File: config.mk
export PLATFORM = sky130hd
export DESIGN_NAME = mfm_sync_prog
export DESIGN_NICKNAME = d
export VERILOG_FILES = /design/src/rtl/mfm_pkg.sv /design/src/rtl/mfm_sym_decode.sv /design/src/rtl/mfm_sync_prog.sv
export SDC_FILE = /design/constraint.sdc
export NUM_CORES = 1
export LEC_CHECK = 0
export ABC_AREA = 1
export CAP_MARGIN = 30
export CELL_PAD_IN_SITES_DETAIL_PLACEMENT = 1
export CELL_PAD_IN_SITES_GLOBAL_PLACEMENT = 1
export CORE_MARGIN = 5
export CORE_UTILIZATION = 33
export CTS_BUF_LIST = sky130_fd_sc_hd__clkbuf_16
export DETAILED_ROUTE_END_ITERATION = 8
export GPL_TIMING_DRIVEN = 0
export PLACE_DENSITY = 0.82
export SLEW_MARGIN = 15
export SYNTH_ARGS = -nofsm -noshare
export SYNTH_HDL_FRONTEND = slang
export SYNTH_SLANG_ARGS = --single-unit
export TNS_END_PERCENT = 20
File: constraint.sdc
create_clock -name i_Clk -period 2.23 [get_ports i_Clk]
set_clock_uncertainty 0.05 [all_clocks]
set_input_delay 0.446 -clock i_Clk [delete_from_list [all_inputs] [get_ports i_Clk]]
set_output_delay 0.446 -clock i_Clk [all_outputs]
set_load 0.03 [all_outputs]
File: src/rtl/mfm_pkg.sv
// rtl/mfm_pkg.sv - shared symbol codes, FSM states and pattern helper for the MFM sync path
package mfm_pkg;

    localparam logic [1:0] SYM_NONE = 2'b00;
    localparam logic [1:0] SYM_S    = 2'b01;
    localparam logic [1:0] SYM_M    = 2'b10;
    localparam logic [1:0] SYM_L    = 2'b11;

    // Widest packed pattern the helper accepts (16 symbols).
    localparam int PAT_W_MAX = 32;

    typedef enum logic [1:0] {
        IDLE,
        HUNT,
        LOCKED
    } mfm_state_t;

    function automatic logic [1:0] pat_elem(input logic [PAT_W_MAX-1:0] pat, input logic [3:0] k);
        logic [PAT_W_MAX-1:0] sh;
        sh = pat >> {k, 1'b0};
        return sh[1:0];
    endfunction

endpackage

File: src/rtl/mfm_sym_decode.sv
// rtl/mfm_sym_decode.sv - one-hot S/M/L/Error strobes to symbol code with valid/error flags
module mfm_sym_decode
    import mfm_pkg::*;
(
    input  logic       s,
    input  logic       m,
    input  logic       l,
    input  logic       err,
    output logic [1:0] sym,
    output logic       sym_valid,
    output logic       sym_error
);

    logic [1:0] n_hot;

    always_comb begin
        n_hot     = {1'b0, s} + {1'b0, m} + {1'b0, l};
        // Colliding strobes mean the classifier lost track; treat like an explicit error.
        sym_error = err || (n_hot > 2'd1);
        sym_valid = !sym_error && (n_hot == 2'd1);
        sym       = SYM_NONE;
        if (l)
            sym = SYM_L;
        else if (m)
            sym = SYM_M;
        else if (s)
            sym = SYM_S;
    end

endmodule

File: src/rtl/mfm_sync_prog.sv
// rtl/mfm_sync_prog.sv - programmable MFM sync-mark detector with repeat count and lock window
module mfm_sync_prog
    import mfm_pkg::*;
#(
    parameter int MAX_LEN = 8,
    parameter int REP_W   = 2,
    parameter int CNT_W   = 16
) (
    input  logic                         i_Clk,
    input  logic                         i_Reset,
    input  logic                         i_Enable,
    input  logic                         i_S,
    input  logic                         i_M,
    input  logic                         i_L,
    input  logic                         i_Error,
    input  logic [2*MAX_LEN-1:0]         i_Pattern,
    input  logic [$clog2(MAX_LEN+1)-1:0] i_PatLen,
    input  logic [REP_W-1:0]             i_Repeat,
    input  logic [CNT_W-1:0]             i_LockLen,
    output logic                         o_Sync,
    output logic                         o_Locked,
    output logic                         o_LockLost,
    output logic [CNT_W-1:0]             o_SymCnt,
    output logic [$clog2(MAX_LEN+1)-1:0] o_MatchIdx
);

    localparam int IW = $clog2(MAX_LEN+1);

    mfm_state_t             state_q, state_d;
    logic [2*MAX_LEN-1:0]   pat_q, pat_d;
    logic [IW-1:0]          len_q, len_d;
    logic [REP_W-1:0]       rep_req_q, rep_req_d;
    logic [CNT_W-1:0]       lock_len_q, lock_len_d;
    logic [IW-1:0]          idx_q, idx_d;
    logic [REP_W-1:0]       rep_q, rep_d;
    logic [CNT_W-1:0]       cnt_q, cnt_d;
    logic                   sync_q, sync_d;
    logic                   lost_q, lost_d;

    logic [1:0]             sym;
    logic                   sym_valid;
    logic                   sym_error;

    mfm_sym_decode u_decode (
        .s         (i_S),
        .m         (i_M),
        .l         (i_L),
        .err       (i_Error),
        .sym       (sym),
        .sym_valid (sym_valid),
        .sym_error (sym_error)
    );

    logic [PAT_W_MAX-1:0]   pat_ext;
    logic [1:0]             cur_elem;
    logic [1:0]             first_elem;
    logic                   len_ok;
    logic                   is_last;
    logic [REP_W:0]         rep_inc;
    logic [CNT_W-1:0]       cnt_inc;

    always_comb begin
        pat_ext    = PAT_W_MAX'(pat_q);
        cur_elem   = pat_elem(pat_ext, 4'(idx_q));
        first_elem = pat_elem(pat_ext, 4'd0);
        len_ok     = (len_q != '0) && (len_q <= IW'(MAX_LEN));
        is_last    = (idx_q == len_q - IW'(1));
        rep_inc    = {1'b0, rep_q} + (REP_W+1)'(1);
        cnt_inc    = (cnt_q == '1) ? cnt_q : cnt_q + CNT_W'(1);
    end

    always_comb begin
        state_d    = state_q;
        pat_d      = pat_q;
        len_d      = len_q;
        rep_req_d  = rep_req_q;
        lock_len_d = lock_len_q;
        idx_d      = idx_q;
        rep_d      = rep_q;
        cnt_d      = cnt_q;
        sync_d     = 1'b0;
        lost_d     = 1'b0;

        if (!i_Enable) begin
            state_d = IDLE;
            idx_d   = '0;
            rep_d   = '0;
            cnt_d   = '0;
        end else begin
            case (state_q)
                IDLE: begin
                    pat_d      = i_Pattern;
                    len_d      = i_PatLen;
                    rep_req_d  = (i_Repeat == '0) ? REP_W'(1) : i_Repeat;
                    lock_len_d = i_LockLen;
                    idx_d      = '0;
                    rep_d      = '0;
                    state_d    = HUNT;
                end
                HUNT: begin
                    if (sym_error) begin
                        idx_d = '0;
                        rep_d = '0;
                    end else if (sym_valid && len_ok) begin
                        if (sym == cur_elem) begin
                            if (!is_last) begin
                                idx_d = idx_q + IW'(1);
                            end else if (rep_inc == {1'b0, rep_req_q}) begin
                                sync_d  = 1'b1;
                                cnt_d   = '0;
                                state_d = LOCKED;
                                idx_d   = '0;
                                rep_d   = '0;
                            end else begin
                                rep_d = rep_inc[REP_W-1:0];
                                idx_d = '0;
                            end
                        end else begin
                            // Single-step realign: the failing symbol may start a new attempt.
                            rep_d = '0;
                            idx_d = (sym == first_elem) ? IW'(1) : '0;
                        end
                    end
                end
                LOCKED: begin
                    if (sym_error) begin
                        lost_d  = 1'b1;
                        state_d = HUNT;
                    end else if (sym_valid) begin
                        cnt_d = cnt_inc;
                        if ((lock_len_q != '0) && (cnt_inc == lock_len_q))
                            state_d = HUNT;
                    end
                end
                default: state_d = IDLE;
            endcase
        end
    end

    always_ff @(posedge i_Clk) begin
        if (i_Reset) begin
            state_q    <= IDLE;
            pat_q      <= '0;
            len_q      <= '0;
            rep_req_q  <= '0;
            lock_len_q <= '0;
            idx_q      <= '0;
            rep_q      <= '0;
            cnt_q      <= '0;
            sync_q     <= 1'b0;
            lost_q     <= 1'b0;
        end else begin
            state_q    <= state_d;
            pat_q      <= pat_d;
            len_q      <= len_d;
            rep_req_q  <= rep_req_d;
            lock_len_q <= lock_len_d;
            idx_q      <= idx_d;
            rep_q      <= rep_d;
            cnt_q      <= cnt_d;
            sync_q     <= sync_d;
            lost_q     <= lost_d;
        end
    end

    assign o_Sync     = sync_q;
    assign o_Locked   = (state_q == LOCKED);
    assign o_LockLost = lost_q;
    assign o_SymCnt   = cnt_q;
    assign o_MatchIdx = idx_q;

endmodule

==> results of run 1 <==
state kept, by name, indices dropped and copies added (netlist names):
register    cells
rep_req_q       2
o_MatchIdx      4
state_q         2
rep_q           2
pat_q          16
len_q           4
o_SymCnt       16
o_LockLost      1
lock_len_q     16
o_Sync          1
power groups by stage:
stage          Sequential, uW  Clock [uW]  Combinational, uW
3_3_place_gp             1330           0                585
4_1_cts                  1310        1260                641
2_1_floorplan            1320           0                391
6_report                 1320        1250                725
3_5_place_dp             1340           0                607
5_1_grt                  1330        1310                800
area by class of cell:
class,count,area (um^2),area share (%)
multi-input combinational,433,2410,43.7
sequential,64,1310,23.7
timing repair buffer,98,930,16.8
inverter,71,272,4.91
clock buffer,9,225,4.08
tap,143,179,3.24
buffer,22,160,2.90
clock inverter,7,32.5,0.589
timing repair inverter,1,5.00,0.0906
cells by family (layout without fill, tap and decap cells):
kind of cell / after synthesis / count (layout) / share of synthesized area (%)
compound gates: 120 / 120 / 16.5
xor+xnor: 14 / 14 / 3.61
fa+ha+maj: 6 / 6 / 2.18
buf+inv: 93 / 208 / 10.2
flops: 64 / 64 / 33.9
simple gates: 293 / 293 / 33.7
critical path, stage by stage, from the launching register on:
cell and delay [ns]:
sky130_fd_sc_hd__dfxtp_1 0.41, sky130_fd_sc_hd__nand2_1 0.12, sky130_fd_sc_hd__nor2_4 0.16, sky130_fd_sc_hd__nand2_2 0.12, sky130_fd_sc_hd__nor2_8 0.14, sky130_fd_sc_hd__clkinv_4 0.11, sky130_fd_sc_hd__buf_8 0.15, sky130_fd_sc_hd__nand3_2 0.05
sky130_fd_sc_hd__nand2_1 0.06, sky130_fd_sc_hd__nor2_1 0.10, sky130_fd_sc_hd__nand3_1 0.07, sky130_fd_sc_hd__nor2_1 0.12, sky130_fd_sc_hd__nand3_1 0.12, sky130_fd_sc_hd__nand2_2 0.13, sky130_fd_sc_hd__nand3_2 0.10, sky130_fd_sc_hd__nand2_2 0.10
sky130_fd_sc_hd__nor2_2 0.04
what timing repair did:
action / in CTS / in global routing
setup buffers: 11 / 17
pin swaps: 8 / 38
resized for setup: 60 / 74
gates cloned: 1 / 3
setup endpoints to repair: 63 / 38
stage by stage:
step / utilization [%] / worst slack (ns) / hold slack (ns) / TNS (ns)
finish: 48.8 / -0.0224 / 0.446 / -0.0224
global route: 48.8 / -0.184 / 0.466 / -1.53
CTS: 45.1 / -0.00431 / 0.443 / -0.00431
detailed placement: 40.9 / -0.812 / 0.436 / -36.94
global placement: 40.9 / -0.712 / 0.427 / -33.07
floorplan: - / 0.0450 / 0.399 / 0
final timing paths:
| path | from | to | slack (ns) | cells after the start |
|---|---|---|---|---|
| setup / recovery | o_SymCnt[15]$_SDFFE_PP0P_ | state_q[0]$_SDFFE_PP0P_ | -0.02 | 16 |
| hold / removal | lock_len_q[11]$_SDFFE_PP0P_ | lock_len_q[11]$_SDFFE_PP0P_ | 0.45 | 2 |
| setup reg to reg | o_SymCnt[15]$_SDFFE_PP0P_ | state_q[0]$_SDFFE_PP0P_ | -0.02 | 16 |
| hold reg to reg | lock_len_q[11]$_SDFFE_PP0P_ | lock_len_q[11]$_SDFFE_PP0P_ | 0.45 | 2 |
per-layer routing:
metal  global-route usage [%]  up-vias
met4                     9.94        0
met1                     24.3     2141
met3                     3.50       48
li1                         -     2131
met2                     36.6      146
met5                        0        -
cells in the final DEF (no fill, tap or decap), types with 2 or more instances in the layout:
cell,instances
sky130_fd_sc_hd__inv_2,8
sky130_fd_sc_hd__xor2_4,2
sky130_fd_sc_hd__ha_1,4
sky130_fd_sc_hd__buf_8,3
sky130_fd_sc_hd__nand2_1,104
sky130_fd_sc_hd__nor2_4,9
sky130_fd_sc_hd__nand2_4,3
sky130_fd_sc_hd__clkinv_1,2
sky130_fd_sc_hd__inv_1,64
sky130_fd_sc_hd__clkinv_2,3
sky130_fd_sc_hd__dfxtp_2,11
sky130_fd_sc_hd__xnor2_1,6
sky130_fd_sc_hd__nor4_1,4
sky130_fd_sc_hd__clkdlybuf4s50_1,63
sky130_fd_sc_hd__buf_6,6
sky130_fd_sc_hd__xor2_1,4
sky130_fd_sc_hd__clkbuf_16,11
sky130_fd_sc_hd__nand4_1,9
sky130_fd_sc_hd__buf_4,27
sky130_fd_sc_hd__o21ai_0,46
sky130_fd_sc_hd__nand3_2,12
sky130_fd_sc_hd__dfxtp_4,4
sky130_fd_sc_hd__nor2_1,96
sky130_fd_sc_hd__o21ai_1,12
sky130_fd_sc_hd__nand2_2,12
sky130_fd_sc_hd__a21oi_4,3
sky130_fd_sc_hd__nand3_1,26
sky130_fd_sc_hd__nor3_1,5
sky130_fd_sc_hd__dfxtp_1,49
sky130_fd_sc_hd__o21ai_2,6
sky130_fd_sc_hd__nor2_2,5
sky130_fd_sc_hd__clkbuf_2,3
sky130_fd_sc_hd__clkbuf_1,12
sky130_fd_sc_hd__o211ai_1,4
sky130_fd_sc_hd__a21oi_1,46
==> impl.org, run 1 <==
** Global routing
- The number of antenna violations at the first check in global routing is 0.
- The via count of the first global-routing pass is between 4000 and 5000.
- Entering global routing, the biggest net connects 11 pins.
- Global routing consumed, over all layers together, 20.7% of the routing resources.
- First-pass GRT wire length :: 22.0 mm
- Global route overflow :: 0

** Worst setup path
- The worst setup path is launched from a register.
- Data arrives at the worst endpoint at ~2.4 ns.
- In this run the worst path has a maximum fanout of 5.
- The critical path is of the reg2reg type.
- The worst setup path is captured at a register.
- Data on the critical path is required at its endpoint by 2.42 ns.

** Timing
- Max-slew violation count :: 0
- Final number of hold-violating endpoints :: 0
- RSZ-0062 raised after global routing :: true
- Period utilisation layout :: 101%
- Measured against its own limit, the worst slew margin works out to a little over half.
- At the pin with the least slew margin, the transition time is between 0.6 and 0.7 ns.
- Final setup viols :: 1
- Highest achievable clock rate :: between 0.4 and 0.5 GHz
- PnR worst setup slack :: -0.0224 ns
- Counting I/O delays and the setup requirement, the final critical path takes between 2 and 2.5 ns.

** Pwr
- Pleak :: 0.00234 uW
- Power Dens Cells :: 597 nW/um^2
- Of the total power, the share spent switching nets is a little under a third.
- IR drop worst, VDD :: between 0.3 and 0.4 mV
- Switching Power :: a little over 1000 uW
- Per report_power, the combinational group accounts for 22.0% of the total.
- The internal portion of the total power is 2270 uW.
- Sequential cells burn ~40% of the power.
- Overall power consumption after layout is estimated at 3300 uW.
- Power share of the clock group :: 38.0%

** Floorplanning
- The floorplan step defined a die boundary enclosing approximately 14000 um^2.
- Measured along the x axis, the die boundary spans ~120 um.
- Core region area :: 11300 um^2
- Initial cell density of the core :: about a third
- Measured along the y axis, the die boundary spans approximately 120 um.
- The initialized floorplan defines 39 standard-cell rows.
- During I/O placement, the number of pins put on the boundary was 68.

** CTS
- Clock root buffer :: sky130_fd_sc_hd__clkbuf_16
- The H-tree generated during clock tree synthesis spans 3 levels.
- Number of hold buffers added after CTS :: 0
- The clock drives 64 sinks.
- Clock latency at the later pin of the worst-skew pair :: between 0.3 and 0.4 ns
- Counting along the longest clock path gives a buffer depth of 2.
- In this run, CTS created clock tree buffers numbering 9.
- Clock-pin slew was measured on the worst setup and hold paths at ~0.060 ns.
- TritonCTS built the clock tree.

** Finish
- Final net count :: roughly 750
- Layout cell share with drive strength beyond 1 :: 20.1%
- Counting the fill cells in the layout gives around 1500.
- The repair_antennas step left the layout with diodes totalling 0.
- Compared with the post-synthesis result, the final layout area differs by 46.2%.
- Area of all placed cells without fillers :: between 5000 and 6000 um^2
- Count of non-filler cells in the finished layout :: ~850

** Logic synthesis
- The commonest cells after synthesis are sky130_fd_sc_hd__nand2_1 (114), sky130_fd_sc_hd__nor2_1 (107), sky130_fd_sc_hd__inv_1 (67).
- Post-synthesis cell type count :: 36
- Cell count after synthesis :: slightly below 600
- Top_reg_cell synth :: sky130_fd_sc_hd__dfxtp_1
- In the post-synthesis netlist, the cell with the most instances is sky130_fd_sc_hd__nand2_1.
- Total number of yosys warnings :: 0
- Of all cell types, the one taking the most synthesized area is sky130_fd_sc_hd__dfxtp_1.
- Summing every instance area after synthesis gives approximately 3800 um^2.
- Syn_nets :: approximately 640
- Counting flops with a built-in enable in the synthesized netlist gives 0.
- Total of flip-flops plus latches after synthesis :: 64
- Summing the sequential cell areas from Yosys gives about 34% of the chip area.
- Share of Yosys cell area claimed by the top area cell type :: 33.9%
- After synthesis, the cell types taking the most area are sky130_fd_sc_hd__dfxtp_1 (34%), sky130_fd_sc_hd__nand2_1 (11%), sky130_fd_sc_hd__nor2_1 (11%), sky130_fd_sc_hd__o21ai_0 (8.5%), sky130_fd_sc_hd__inv_1 (6.7%).
- Synthesized area divided by synthesized cell count :: ~6.4 um^2
- Async SR Flop Fraction :: 0%

** Detailed routing
- In the detailed route, the total length drawn on met3 is roughly 760 um.
- The routed layout has 4466 vias.
- The pre-antenna-repair detailed-routing pass consisted of 4 iterations.
- Number of DRC markers in iteration 0 :: 198
- The final layout contains routed wiring with a total length of 15.1 mm.
- Post-DRT Antenna Nets :: 0
- Dividing the detail-routed via count by the number of cells gives approximately 5.3.
- Met1 wire length :: 6.19 mm
- Summed over all nets, wire length on met2 after detailed routing comes to roughly 7.6 mm.
- Routed wire per std cell :: 17.8 um
- Highest layer used for signal routing :: met4
- Number of remaining DRC errors :: 0

** Flow run
- Max-cap violations :: 0

** Place
- Placed Instances :: 800
- Number of buffers added on ports :: 67
- Detailed placement finished with a half-perimeter wire length of 10.0 mm.
- In this run the cell area measured after placement is ~4600 um^2.
- Global placement routability congestion :: 0.846

** Run status
- Violations in the final reports :: setup timing
- Result of the run :: finished with violations

** Hold path
- The min-delay analysis places its worst path in the category reg2reg.
No activity file was read; power rests on OpenSTA's default activity.
==> run 2, diff against run 1 <==
Settings changed: SLEW_MARGIN 15 to unset.
==> results of run 2 <==
Same layout as run 1: the final DEF is identical, and so are final timing and power.
